<file path="src/rtl/session_timer_if.sv">
// Control and status bundle between the ATM FSM (master) and the session timer (slave).
interface session_timer_if #(
  parameter int unsigned SEC_W = 8
);
  logic             start;
  logic             stop;
  logic             kick;
  logic             ack;
  logic [SEC_W-1:0] remaining;
  logic             busy;
  logic             warn;
  logic             timeout;
  logic             expired;

  modport master (
    output start, stop, kick, ack,
    input  remaining, busy, warn, timeout, expired
  );

  modport slave (
    input  start, stop, kick, ack,
    output remaining, busy, warn, timeout, expired
  );
endinterface

</file>
<file path="src/rtl/session_timer.sv">
// Inactivity/session timer: counts whole seconds from a prescaler, warns near the end,
// and flags expiry with a one-cycle pulse plus a sticky level cleared by ack.
module session_timer #(
  parameter int unsigned CLK_FREQ    = 1000000,
  parameter int unsigned TIMEOUT_SEC = 30,
  parameter int unsigned WARN_SEC    = 10,
  parameter int unsigned SEC_W       = 8
) (
  input  logic                  clk,
  input  logic                  rst_n,
  session_timer_if.slave        tmr
);

  localparam int unsigned PreW = $clog2(CLK_FREQ);
  localparam logic [PreW-1:0]  PreMax  = PreW'(CLK_FREQ - 1);
  localparam logic [SEC_W-1:0] Reload  = SEC_W'(TIMEOUT_SEC);
  localparam logic [SEC_W-1:0] WarnVal = SEC_W'(WARN_SEC);

  typedef enum logic [1:0] {StIdle, StRun, StWarn, StExpired} state_e;

  state_e           state_q, state_d;
  logic [PreW-1:0]  pre_q, pre_d;
  logic [SEC_W-1:0] rem_q, rem_d;
  logic             timeout_q, timeout_d;

  logic             counting;
  logic [SEC_W-1:0] rem_dec;

  assign counting = (state_q == StRun) || (state_q == StWarn);
  assign rem_dec  = rem_q - SEC_W'(1);

  always_ff @(posedge clk or negedge rst_n) begin
    if (!rst_n) begin
      state_q   <= StIdle;
      pre_q     <= '0;
      rem_q     <= '0;
      timeout_q <= 1'b0;
    end else begin
      state_q   <= state_d;
      pre_q     <= pre_d;
      rem_q     <= rem_d;
      timeout_q <= timeout_d;
    end
  end

  // Priority: stop > start > kick > ack > tick.
  always_comb begin
    state_d = state_q;
    pre_d   = pre_q;
    rem_d   = rem_q;
    if (tmr.stop) begin
      state_d = StIdle;
      pre_d   = '0;
      rem_d   = '0;
    end else if (tmr.start) begin
      state_d = StRun;
      pre_d   = '0;
      rem_d   = Reload;
    end else begin
      unique case (state_q)
        StIdle: begin
          pre_d = '0;
          rem_d = '0;
        end
        StRun, StWarn: begin
          if (tmr.kick) begin
            state_d = StRun;
            pre_d   = '0;
            rem_d   = Reload;
          end else if (pre_q == PreMax) begin
            pre_d = '0;
            rem_d = rem_dec;
            // Expiry wins over warn if both thresholds coincide.
            if (rem_dec == '0) begin
              state_d = StExpired;
            end else if (state_q == StRun && WARN_SEC != 0 && rem_dec == WarnVal) begin
              state_d = StWarn;
            end
          end else begin
            pre_d = pre_q + PreW'(1);
          end
        end
        StExpired: begin
          pre_d = '0;
          rem_d = '0;
          if (tmr.ack) begin
            state_d = StIdle;
          end
        end
        default: begin
          state_d = StIdle;
          pre_d   = '0;
          rem_d   = '0;
        end
      endcase
    end
  end

  assign timeout_d = (state_d == StExpired) && (state_q != StExpired);

  assign tmr.remaining = rem_q;
  assign tmr.busy      = counting;
  assign tmr.warn      = (state_q == StWarn);
  assign tmr.expired   = (state_q == StExpired);
  assign tmr.timeout   = timeout_q;

endmodule

</file>
<file path="src/flat_wrapper.sv">
// flat-port wrapper written by rule: the top's interface ports become plain ports
module session_timer_flat 
#(
  parameter int unsigned CLK_FREQ    = 1000000,
  parameter int unsigned TIMEOUT_SEC = 30,
  parameter int unsigned WARN_SEC    = 10,
  parameter int unsigned SEC_W       = 8
)
  (clk, rst_n, tmr_start, tmr_stop, tmr_kick, tmr_ack, tmr_remaining, tmr_busy, tmr_warn, tmr_timeout, tmr_expired);
  session_timer_if #(.SEC_W(SEC_W)) tmr_i ();
  input  logic clk;
  input  logic rst_n;
  input wire logic [$bits(tmr_i.start)-1:0] tmr_start;
  input wire logic [$bits(tmr_i.stop)-1:0] tmr_stop;
  input wire logic [$bits(tmr_i.kick)-1:0] tmr_kick;
  input wire logic [$bits(tmr_i.ack)-1:0] tmr_ack;
  output wire logic [$bits(tmr_i.remaining)-1:0] tmr_remaining;
  output wire logic [$bits(tmr_i.busy)-1:0] tmr_busy;
  output wire logic [$bits(tmr_i.warn)-1:0] tmr_warn;
  output wire logic [$bits(tmr_i.timeout)-1:0] tmr_timeout;
  output wire logic [$bits(tmr_i.expired)-1:0] tmr_expired;
  assign tmr_i.start = tmr_start;
  assign tmr_i.stop = tmr_stop;
  assign tmr_i.kick = tmr_kick;
  assign tmr_i.ack = tmr_ack;
  assign tmr_remaining = tmr_i.remaining;
  assign tmr_busy = tmr_i.busy;
  assign tmr_warn = tmr_i.warn;
  assign tmr_timeout = tmr_i.timeout;
  assign tmr_expired = tmr_i.expired;
  session_timer #(.CLK_FREQ(CLK_FREQ), .TIMEOUT_SEC(TIMEOUT_SEC), .WARN_SEC(WARN_SEC), .SEC_W(SEC_W)) u_core (.clk(clk), .rst_n(rst_n), .tmr(tmr_i));
endmodule
</file>
<file path="config.mk">
export PLATFORM = sky130hd
export DESIGN_NAME = session_timer_flat
export DESIGN_NICKNAME = d
export VERILOG_FILES = /design/src/rtl/session_timer_if.sv /design/src/rtl/session_timer.sv /design/src/flat_wrapper.sv
export SDC_FILE = /design/constraint.sdc
export NUM_CORES = 1
export LEC_CHECK = 0
export BUFFER_PORTS_ARGS = -buffer_cell sky130_fd_sc_hd__buf_2
export CAP_MARGIN = 20
export CELL_PAD_IN_SITES_DETAIL_PLACEMENT = 0
export CELL_PAD_IN_SITES_GLOBAL_PLACEMENT = 2
export CORE_UTILIZATION = 40
export CTS_CLUSTER_DIAMETER = 50
export DETAILED_ROUTE_END_ITERATION = 6
export GPL_TIMING_DRIVEN = 0
export MAX_ROUTING_LAYER = met4
export PLACE_DENSITY_LB_ADDON = 0.1
export SKIP_CTS_REPAIR_TIMING = 1
export SKIP_LAST_GASP = 1
export SLEW_MARGIN = 0
export SYNTH_ARGS = -nofsm -noshare
export SYNTH_HDL_FRONTEND = slang
export SYNTH_SLANG_ARGS = --single-unit
</file>
<file path="constraint.sdc">
create_clock -name clk -period 7.1 [get_ports clk]
set_input_delay 1.42 -clock clk [delete_from_list [all_inputs] [get_ports clk]]
set_output_delay 1.42 -clock clk [all_outputs]
set_load 0.1 [all_outputs]
</file>
After elaboration in Yosys (flattened, before gate mapping)
Cells that the tools add are included.

operators by class
  add/sub/neg operators = 2
  equality and inequality tests = 8
  multiplexer cells = 18
  reductions and logical operators = 7

operators by type and width
  operator               number
  $mux 20                4
  $pmux 20 s2            1
  $mux 8                 4
  $add 20x1->20 const B  1
  $eq 20x20->1 const B   1
  $pmux 8 s2             1
  $mux 2                 7
  $eq 8x4->1 const B     1
  $logic_not 8->1        1
  $sub 8x1->8 const B    1
  $eq 2x2->1 const B     3
  $ne 5x4->1 const B     1
  $pmux 2 s2             1
  $reduce_or 2->1        2
  $eq 2x1->1 const B     1
  $logic_and 1x1->1      2
  $logic_not 2->1        1
  $ne 2x2->1 const B     1
  $logic_or 1x1->1       1

storage, ports and cells
  register bits = 31
  logic and storage cells = 39

Depth between registers and ports, before layout
  word-level depth = 12
  gate-level depth with buffers = 7

Worst setup path before layout
OpenSTA, ideal clock, no wires.

  path kind = input-to-reg
  start point = in tmr_stop
  end point = reg u_core.timeout_q (netlist: u_core.tmr.timeout)
  library setup time = 97 ps
  arrival time = 2838 ps
  required time = 7003 ps
  path slack = 4165 ps
  cell stages on the path = 5
  cell sequence = or4b_4 -> or2_0 -> a2111oi_2 -> a31oi_1 -> a211oi_2

between the ends
  word-level cells in the longest chain between the ends = 3

ends and longest elaborated chain
  element               RTL line             text
  from (decl)           flat_wrapper.sv:14   input wire logic [$bits(tmr_i.stop)-1:0] tmr_stop;
  $mux 2                session_timer.sv:51  if (tmr.stop) begin
  $eq 2x2->1            session_timer.sv:99  assign timeout_d = (state_d == StExpired) && (state_q != StExpired);
  $logic_and 1x1->1     session_timer.sv:99
  via u_core.timeout_d  session_timer.sv:24  logic timeout_q, timeout_d;
  to (signal assigned)  session_timer.sv:42  timeout_q <= timeout_d;
  to (decl)             session_timer.sv:24

The timed path passes the listed nets, and every way through them passes these cells.
A chain may end at the register's enable or synchronous reset.

Worst setup path in the final report
  start point = reg u_core.state_q[0]
  end point = out tmr_busy

between the ends
  word-level cells in the longest chain between the ends = 2

ends and longest elaborated chain
  element                                   RTL line             text
  from (decl)                               session_timer.sv:21  state_e state_q, state_d;
  from (signal assigned)                    session_timer.sv:34  state_q <= StIdle;
  from (signal assigned)                    session_timer.sv:39  state_q <= state_d;
  $eq 2x1->1 or $eq 2x2->1 (tied branches)  session_timer.sv:29  assign counting = (state_q == StRun) || (state_q == StWarn);
  $logic_or 1x1->1 (*)                      session_timer.sv:29
  to (decl)                                 flat_wrapper.sv:18   output wire logic [$bits(tmr_i.busy)-1:0] tmr_busy;

Every way passes the cells marked *; elsewhere a longest branch is shown, timed or not.

==> summary.txt <==
Layout
  – Layout Nets: between 200 and 250
  – Fill cell count: 433
  – Layout area overhead: 13.5%
  – Ratio of cells with drive above 1 in the final layout: 0.201
  – Finished Core Util: 0.481
  – Non-filler instance count after layout: 276
  – # diodes: 0

CTS
  – Clk_lat worst skew: about 280 ps
  – CTS tree: yes
  – Total clock sinks: 31
  – Clock Pin Slew Worst Setup and Hold Paths: roughly 70 ps
  – Root Buffer: clkbuf_8
  – Cts bufs inserted: 5
  – Clock Path Buffers: 2
  – Max H-tree Level: 2

Global route
  – Initial antenna violation count: 0
  – Global-route wire length before repair: 7130 um
  – Total congestion overflow: 0
  – Vias in the first global route: 1447
  – Largest net degree at the start of global routing: 32
  – Overall global routing resource usage: 0.191

STA
  – Setup TNS: 0 ps
  – Max Freq: 0.318 GHz
  – Max_slew headroom: 0.528
  – Final hold violation count: 0
  – Setup slack after layout: 3960 ps
  – Min cycle time layout: 3140 ps
  – Slew at the pin closest to its max-slew limit: roughly 710 ps
  – Fin. max-slew vios: 0
  – RSZ-0062 raised after global routing: no
  – Fin crit share: 0.443
  – Setup violators final: 0
  – Final clock skew: 5.23 ps

Synthesis
  – Area contributors post-synth: dfrtp_1 (41%), xnor2_1 (6.0%), ha_1 (5.3%)
  – Flops & latches, synth: 31
  – Yosys top cell area share: 0.412
  – Synth Flop Type: dfrtp_1
  – Ys Warns: 0
  – FFs w/ async S/R, synth: 1.00
  – Mean Syn Cell Area: 9.46 sq um
  – Post-synth cell types: 46
  – Mapped Cells: a little under 200
  – Synthesized area: about 0.0019 sq mm
  – Synth area leader: dfrtp_1
  – Net Count, Synth: 213
  – Post-synth EDFFs: 0
  – Register area share after synthesis: 0.412

Hold path
  – Worst hold path depth: 1
  – Hold path endpoint: u_core.pre_q[0]
  – Worst min-delay path class: flip-flop to flip-flop
  – Hold path startpoint: u_core.pre_q[0]

Status
  – Failing checks: DRC
  – Status: complete, but fails checks

Placement
  – Inst Count DP: 268
  – GPL Wtd Cong: 0.803
  – Hpwl dp: 3090 um
  – # port buffers: 17
  – Pre-CTS setup slack: 3850 ps

Drt
  – First DRT Iteration DRCs: 75
  – WL final: 4190 um
  – Antenna-violating nets left: 0
  – DRC: 6
  – Vias: 1548
  – DR pass1 iterations: 6
  – Post-DR vias/cell: 5.61
  – Avg WL per Cell: about 15 um

Die
  – Starting Density: 0.424
  – Io pins: 18
  – Core area: 0.00444 sq mm
  – Rows: 24
  – Die W: 70.6 um
  – Die ar.: around 0.005 sq mm
  – Die span in y: 70.6 um

Critical path
  – Flop2flop setup slack: 4480 ps
  – Worst setup SP type: flip-flop
  – FF-to-FF Start: u_core.state_q[0]
  – WS Path Type: flip-flop to output pin
  – R2R Path End: u_core.tmr.timeout
  – Max FO, Critical Path: 9
  – CP endpoint kind: output pin
  – Data required, critical path: 5680 ps
  – R2R depth: 7
  – Worst Path Arrival: 1720 ps

Flow run
  – Max Cap Viol: 0

Pwr
  – Peak supply drop: 0.000141 V
  – P_leak: 0.000896 uW
  – Pwr dens: 185 mW/mm^2
  – PnR Total Power: 396 uW
==> report_power, final <==
| part | leakage (uW) | switching (uW) | internal (uW) |
|---|---|---|---|
| logic | 0.000420 | 41.6 | 16.6 |
| clock network | 0.0000505 | 67.0 | 88.1 |
| registers | 0.000426 | 3.79 | 179 |
| total | 0.000896 | 112 | 284 |
==> Yosys cell counts (all sizes together) (4+ instances only) <==
| cell | instances |
|---|---|
| and4 | 5 |
| nor3 | 8 |
| xor2 | 7 |
| nor2b | 4 |
| nor2 | 21 |
| dfrtp | 31 |
| nand4 | 4 |
| nor4 | 6 |
| a21oi | 11 |
| or3 | 6 |
| inv | 12 |
| xnor2 | 13 |
| nand2 | 13 |
| ha | 8 |
| nand3 | 9 |
| o21ai | 10 |
==> cell families (layout without fill, tap and decap cells) <==
family | Yosys count | count (layout) | share of synthesized area
XOR/XNOR | 20 | 20 | 0.0930
AND/OR/NAND/NOR | 86 | 86 | 0.266
flip-flops | 31 | 31 | 0.412
buffers and inverters | 16 | 41 | 0.0326
multiplexers | 3 | 3 | 0.0179
AO/OA/AOI/OAI | 35 | 35 | 0.125
adder cells (fa/ha/maj) | 8 | 8 | 0.0532
==> worst max-delay path: stages, from the launching register on <==
cell and delay, ps:
dfrtp_1 430, inv_1 90, ha_1 440, buf_2 480
==> worst max path at each step <==
stage,cells past startpoint,slack [ps],startpoint,endpoint
after floorplan,5,4170,tmr_stop,u_core.tmr.timeout
after global placement,6,3840,tmr_stop,u_core.tmr.timeout
after detailed placement,6,3850,tmr_stop,u_core.tmr.timeout
after CTS,3,3960,u_core.state_q[0],tmr_busy
after global routing,3,3880,u_core.state_q[0],tmr_busy
final,3,3960,u_core.state_q[0],tmr_busy
==> metal layers <==
layer	track usage	wire [um]	vias to the layer above	share of wire
met1	0.264	2100	759	0.50
li1	-	-	753	-
met5	-	0	-	0
met4	0.0333	19	0	0.0045
met2	0.289	1900	34	0.45
met3	0.0470	167	2	0.040
==> per-stage QoR <==
stage	hold slack (ps)	area (sq um)
6_report	483	2140
5_1_grt	506	2140
4_1_cts	489	2140
3_5_place_dp	479	2030
3_3_place_gp	469	2030
2_1_floorplan	448	1880
==> flip-flops by register name, summed over array words and instances (netlist names) <==
| register | count |
|---|---|
| u_core.tmr.remaining | 8 |
| u_core.state_q | 2 |
| u_core.pre_q | 20 |
| u_core.tmr.timeout | 1 |
==> layout by cell type (no fill, tap or decap), types with 3 or more instances in the layout <==
| master | n |
|---|---|
| clkbuf_8 | 7 |
| nand2_1 | 13 |
| a21oi_1 | 11 |
| nand3_1 | 8 |
| nor4_1 | 5 |
| ha_1 | 8 |
| or3_1 | 5 |
| buf_2 | 18 |
| nor2_1 | 21 |
| xor2_1 | 7 |
| o21ai_0 | 10 |
| dfrtp_1 | 31 |
| xnor2_1 | 13 |
| inv_1 | 12 |
| nand4_1 | 3 |
| and4_1 | 5 |
| clkbuf_1 | 3 |
| nor3_1 | 7 |
| nor2b_1 | 4 |
==> cell type report <==
class,instances,area (sq um),share of cell area
clock inverters,1,7.51,0.00351
well taps,52,65.1,0.0304
clock buffers,7,96.3,0.0451
repair buffers,17,85.1,0.0398
inverters,12,45.0,0.0211
flip-flops and latches,31,776,0.363
plain buffers,4,16.3,0.00761
multi-input cells,152,1050,0.489
Power figures use the tool's default switching activity.
